$ cat src/rtl/fir_out_capture.sv
// Output-side capture for the FIR: discard SKIP warm-up samples after an arm pulse, then
// capture a CAP_LEN-slot window into a show-ahead FIFO that the host drains via valid/ready.
module fir_out_capture #(
    parameter int DATA_W  = 12,
    parameter int DEPTH   = 16,
    parameter int SKIP    = 20,
    parameter int CAP_LEN = 32
) (
    input  logic                       clk,
    input  logic                       rst,
    input  logic                       start,
    input  logic                       in_valid,
    input  logic [DATA_W-1:0]          in_data,
    input  logic                       rd_ready,
    output logic                       rd_valid,
    output logic [DATA_W-1:0]          rd_data,
    output logic                       busy,
    output logic                       done,
    output logic                       overflow,
    output logic [$clog2(DEPTH):0]     level
);

    localparam int PTR_W  = $clog2(DEPTH);
    localparam int LVL_W  = PTR_W + 1;
    localparam int SKIP_W = (SKIP > 0) ? $clog2(SKIP + 1) : 1;
    localparam int CAP_W  = $clog2(CAP_LEN + 1);

    localparam logic [SKIP_W-1:0] SKIP_LAST = SKIP_W'(SKIP);
    localparam logic [CAP_W-1:0]  CAP_LAST  = CAP_W'(CAP_LEN);
    localparam logic [LVL_W-1:0]  FULL_LVL  = LVL_W'(DEPTH);

    typedef enum logic [1:0] {IDLE, WARMUP, FILL, DONE} state_e;

    state_e              state_q, state_d;
    logic [SKIP_W-1:0]   skip_cnt_q, skip_cnt_d;
    logic [CAP_W-1:0]    cap_cnt_q, cap_cnt_d;
    logic                overflow_q, overflow_d;
    logic                busy_q, done_q;

    logic [DATA_W-1:0]   mem_q [DEPTH];
    logic [PTR_W-1:0]    wr_ptr_q, wr_ptr_d;
    logic [PTR_W-1:0]    rd_ptr_q, rd_ptr_d;
    logic [LVL_W-1:0]    level_q, level_d;
    logic [DATA_W-1:0]   rd_data_q, rd_data_d;

    logic                push;
    logic                pop;
    logic                full;

    assign rd_valid = (level_q != '0);
    assign full     = (level_q == FULL_LVL);
    // start discards any host pop issued in the same cycle.
    assign pop      = rd_valid && rd_ready && !start;

    // NOTE: every signal written here gets a default first, so no path leaves one unassigned and no latch is inferred.
    always_comb begin
        state_d    = state_q;
        skip_cnt_d = skip_cnt_q;
        cap_cnt_d  = cap_cnt_q;
        overflow_d = overflow_q;
        push       = 1'b0;

        if (start) begin
            state_d    = (SKIP > 0) ? WARMUP : FILL;
            skip_cnt_d = '0;
            cap_cnt_d  = '0;
            overflow_d = 1'b0;
        end else begin
            case (state_q)
                WARMUP: if (in_valid) begin
                    skip_cnt_d = skip_cnt_q + SKIP_W'(1);
                    if (skip_cnt_d == SKIP_LAST) state_d = FILL;
                end
                FILL: if (in_valid) begin
                    cap_cnt_d = cap_cnt_q + CAP_W'(1);
                    if (!full || pop) push = 1'b1;
                    else              overflow_d = 1'b1;
                    if (cap_cnt_d == CAP_LAST) state_d = DONE;
                end
                default: ;
            endcase
        end
    end

    always_comb begin
        wr_ptr_d  = wr_ptr_q;
        rd_ptr_d  = rd_ptr_q;
        level_d   = level_q;
        rd_data_d = rd_data_q;

        if (start) begin
            wr_ptr_d = '0;
            rd_ptr_d = '0;
            level_d  = '0;
        end else begin
            if (push) wr_ptr_d = wr_ptr_q + PTR_W'(1);
            if (pop)  rd_ptr_d = rd_ptr_q + PTR_W'(1);
            case ({push, pop})
                2'b10:   level_d = level_q + LVL_W'(1);
                2'b01:   level_d = level_q - LVL_W'(1);
                default: ;
            endcase
            // The new head may be the entry being written on this very edge.
            if (level_d != '0)
                rd_data_d = (push && (wr_ptr_q == rd_ptr_d)) ? in_data : mem_q[rd_ptr_d];
        end
    end

    // NOTE: sequential state uses non-blocking assignments so every register samples pre-edge values.
    always_ff @(posedge clk) begin
        if (rst) begin
            state_q    <= IDLE;
            skip_cnt_q <= '0;
            cap_cnt_q  <= '0;
            overflow_q <= 1'b0;
            busy_q     <= 1'b0;
            done_q     <= 1'b0;
            wr_ptr_q   <= '0;
            rd_ptr_q   <= '0;
            level_q    <= '0;
            rd_data_q  <= '0;
        end else begin
            state_q    <= state_d;
            skip_cnt_q <= skip_cnt_d;
            cap_cnt_q  <= cap_cnt_d;
            overflow_q <= overflow_d;
            busy_q     <= (state_d == WARMUP) || (state_d == FILL);
            done_q     <= (state_d == DONE);
            wr_ptr_q   <= wr_ptr_d;
            rd_ptr_q   <= rd_ptr_d;
            level_q    <= level_d;
            rd_data_q  <= rd_data_d;
        end
    end

    // NOTE: the storage array has no reset; the level and pointers decide which entries are meaningful.
    always_ff @(posedge clk) begin
        if (push) mem_q[wr_ptr_q] <= in_data;
    end

    assign rd_data  = rd_data_q;
    assign busy     = busy_q;
    assign done     = done_q;
    assign overflow = overflow_q;
    assign level    = level_q;

endmodule

$ cat config.mk
export PLATFORM = sky130hd
export DESIGN_NAME = fir_out_capture
export DESIGN_NICKNAME = d
export VERILOG_FILES = /design/src/rtl/fir_out_capture.sv
export SDC_FILE = /design/constraint.sdc
export NUM_CORES = 1
export LEC_CHECK = 0
export ABC_AREA = 0
export BUFFER_PORTS_ARGS = -buffer_cell sky130_fd_sc_hd__buf_2
export CORE_MARGIN = 2
export CORE_UTILIZATION = 55
export DETAILED_ROUTE_END_ITERATION = 8
export PLACE_DENSITY_LB_ADDON = 0.08
export SETUP_SLACK_MARGIN = 0.5
export SLEW_MARGIN = 20
export SYNTH_ARGS = -nofsm -noshare
export SYNTH_HDL_FRONTEND = slang
export SYNTH_SLANG_ARGS = --single-unit
$ cat constraint.sdc
create_clock -name clk -period 4.6 [get_ports clk]
set_input_delay 1.15 -clock clk [delete_from_list [all_inputs] [get_ports clk]]
set_output_delay 1.15 -clock clk [all_outputs]
set_load 0.02 [all_outputs]
==> qor.txt <==
outcome - completed
Root Buffer - clkbuf_16
unrepaired setup endpoints after global routing - no
Slew headroom - 50.8%
initial antenna violation count - 0
Final Hold Viols - 0
starting density of the core - 55.6%
clock group share of total power - 44.9%
Die X - 138 um
Sw Pwr - 0.847 mW
Synth Area in Compound Gates - 6.14%
Post-synth ARST share - 0%
I/O pin cnt - 38
Port Buffers - 37
Synth Area in XOR/XNOR - 2.34%
vias in the first global route - 6115
Final min period - 3.78 ns
share of the synthesized area in the top cell type - 58.1%
Syn Inst Count - 760
CTS clk-pin slew, worst paths - 0.07 ns
Resized Gates After CTS - 0
class of the worst hold path - flop to flop
Iteration-0 DRC Markers - 604
FP Rows - 49
Overall Global Routing Usage - 23.7%
max-slew violation count - 0
cell taking the most area after synthesis - edfxtp_1
Cell Chain, Critical Path - or4_4 > nor3_1 > nor3_1 > buf_4 > inv_1 > ha_2 > xor2_1 > ha_1 > a21o_1 > nand2_1 > a21o_1 > a21oi_1 > xnor2_1 > a41o_1 > buf_4 > a21oi_1 > a221oi_1
Post-CTS Repair Setup Buffers - 0
LEAKAGE - 4.01 nW
largest family of logic cells by synthesized area - simple AND/OR/NAND/NOR gates
Fill cells - 1364
crit share post-route - 82.3%
Synth Area in Simple Gates - 12.8%
Core ar. - 0.0178 mm^2
first-pass GRT wire length - 35000 um
CP max stage delay - 0.63 ns
Die Footprint - 0.0191 mm^2
Skew-Pair Late Insertion Delay - 0.52 ns
GRT overflow - 0
Finish-stage setup viols - 0
Power Dens Cells - 377 mW/mm^2
Routed WL per cell - 21.4 um
via-per-instance ratio - 5.95
Comb pwr share - 1.2%
Sink Count - 233
most frequent cell after synthesis - edfxtp_1
CTS buffer count - 24
worst path required time - 5.02 ns
Post-synth top flop - edfxtp_1
maximum fanout along the worst path - 24
YS warnings - 0
Sw Ratio - 20.0%
syn nets - 791
FF+latch count, synth - 233
top cells by area, synth - edfxtp_1 58%, dfxtp_1 8.3%, nand2_1 5.2%, mux4_2 4.1%, mux2i_1 2.9%
Synth cell types - 53
mux contribution to synthesized area - 7.84%
largest net degree at the start of global routing - 68
hold_sp - rd_data[4]
Slowest-stage cell, CP - or4_4
Diodes inserted - 0
clk_skew - 0.00716 ns
syn avg cell area - 13.1 um^2
CTS tree - done
GPL Wtd Cong - 0.828
critical path class - flop to flop
Least-Margin Pin Slew - 0.732 ns
FF-to-FF End - rd_data[5]
peak supply drop - 311 uV
Buf/Inv on CP - 3
sequential share of power - 53.8%
Longest Clk Path Bufs - 3
Worst EP arrival - 4.20 ns
Antenna Nets Post-Route - 0
Worst Setup End Kind - flop
dpl hpwl - 13900 um
Endpoint, Worst Hold - rd_data[4]
max-cap violations - 0
via count - 6249
Top Family by Delay on Critical Path - compound AO/OA/AOI/OAI gates
Commonest cells post-synth - 192 x edfxtp_1, 137 x nand2_1, 61 x nor2_1
FF-to-FF path depth - 17
area delta synth->final - 13.3%
hold path depth - 2
Adder-Cell Fraction of Synth Area - 1.76%
CP startpoint kind - flop
share of layout cells above drive strength 1 - 16.2%
DRC viols - 0
worst reg2reg setup slack - 0.82 ns
Die H - 138 um
final WL - 22500 um
Int Pwr - 3.39 mW
synthesized area - 0.00993 mm^2
setup TNS - 0 ns
final hold slack - 0.467 ns
Pre-antenna DRT Iters - 6
H-tree Lvls - 1
worst r2r src - level[2]
f_max - 0.264 GHz
CTS Hold Bufs - 0
Post-synth EDFFs - 192
register area share after synthesis - 66.3%
NumNets Final - 835
-- placed cells by master (no fill, tap or decap), drive strengths merged, types with 3 or more instances in the layout --
cell type  instances
clkinv             7
nand2b             3
nor2b             15
mux4              19
nand2            137
mux2               3
nand4             12
nor3              10
nor2              61
a21o               3
a211o              3
ha                14
a21oi             19
clkbuf            31
buf               64
xnor2             11
xor2              13
mux2i             30
edfxtp           192
inv               13
o21ai              8
nand3             45
a311o             10
a31oi             23
dfxtp             41
-- how the worst max path moves through the flow --
stage	from	end	slack [ns]	cells past startpoint
floorplan	rd_ready	rd_data[5]	0.52	17
global placement	start	rd_data[9]	0.55	16
detailed placement	start	rd_data[5]	0.41	16
CTS	level[2]	rd_data[5]	0.66	17
global route	level[2]	rd_data[5]	0.50	17
finish	level[2]	rd_data[5]	0.82	17
-- sequential cells by signal, indices dropped and copies added, names as in the netlist --
name,cells
skip_cnt_q,5
overflow,1
level,5
mem_q,192
rd_ptr_q,4
state_q,2
cap_cnt_q,6
done,1
wr_ptr_q,4
busy,1
rd_data,12
-- layer usage --
metal	wire length, um	vias up	part of all wire (%)	global-route usage, %
met5	0	-	0	0
met1	9840	3085	44	34.3
met2	10600	224	47	38.1
li1	-	2896	-	-
met3	1550	44	6.9	3.57
met4	561	0	2.5	6.71
-- stage by stage --
| stage | cells | util [%] | area, um^2 | power [mW] | worst slack, ns |
|---|---|---|---|---|---|
| 2_1_floorplan | 760 | - | 9930 | 2.34 | 0.516 |
| 3_3_place_gp | 1007 | 58.7 | 10500 | 2.37 | 0.545 |
| 6_report | 1051 | 63.0 | 11200 | 4.24 | 0.816 |
| 4_1_cts | 1051 | 63.0 | 11200 | 4.27 | 0.663 |
| 3_5_place_dp | 1007 | 58.7 | 10500 | 2.38 | 0.406 |
| 5_1_grt | 1051 | 63.0 | 11200 | 4.35 | 0.503 |
-- power groups by stage --
stage	registers (mW)	clock network [mW]	logic, mW
2_1_floorplan	2.33	0	0.0126
3_3_place_gp	2.33	0	0.0484
3_5_place_dp	2.33	0	0.0514
4_1_cts	2.28	1.93	0.0513
5_1_grt	2.28	2.02	0.0572
6_report	2.28	1.90	0.0515
-- kinds of logic (layout without fill, tap and decap cells) --
logic type | Yosys count | count (layout)
xor+xnor | 25 | 25
flops | 233 | 233
compound gates | 86 | 86
mux | 52 | 52
fa+ha+maj | 14 | 14
simple gates | 293 | 293
buf+inv | 57 | 119
-- area by class of cell --
| type | instances | area (um^2) | area share (%) |
|---|---|---|---|
| Multi-Input combinational cell | 470 | 3130 | 27.8 |
| Sequential cell | 233 | 6590 | 58.6 |
| Clock inverter | 13 | 136 | 1.21 |
| Tap cell | 229 | 287 | 2.55 |
| Inverter | 11 | 41.3 | 0.367 |
| Clock buffer | 31 | 637 | 5.66 |
| Timing Repair Buffer | 64 | 425 | 3.78 |
-- tightest hold or removal path, delay by kind of cell (launching register included) --
kind / cells / cell delay [ns]
flip-flops: 1 / 0.32
AND/OR/NAND/NOR: 1 / 0.05
AO/OA/AOI/OAI: 1 / 0.05
No activity file was read; power rests on OpenSTA's default activity.
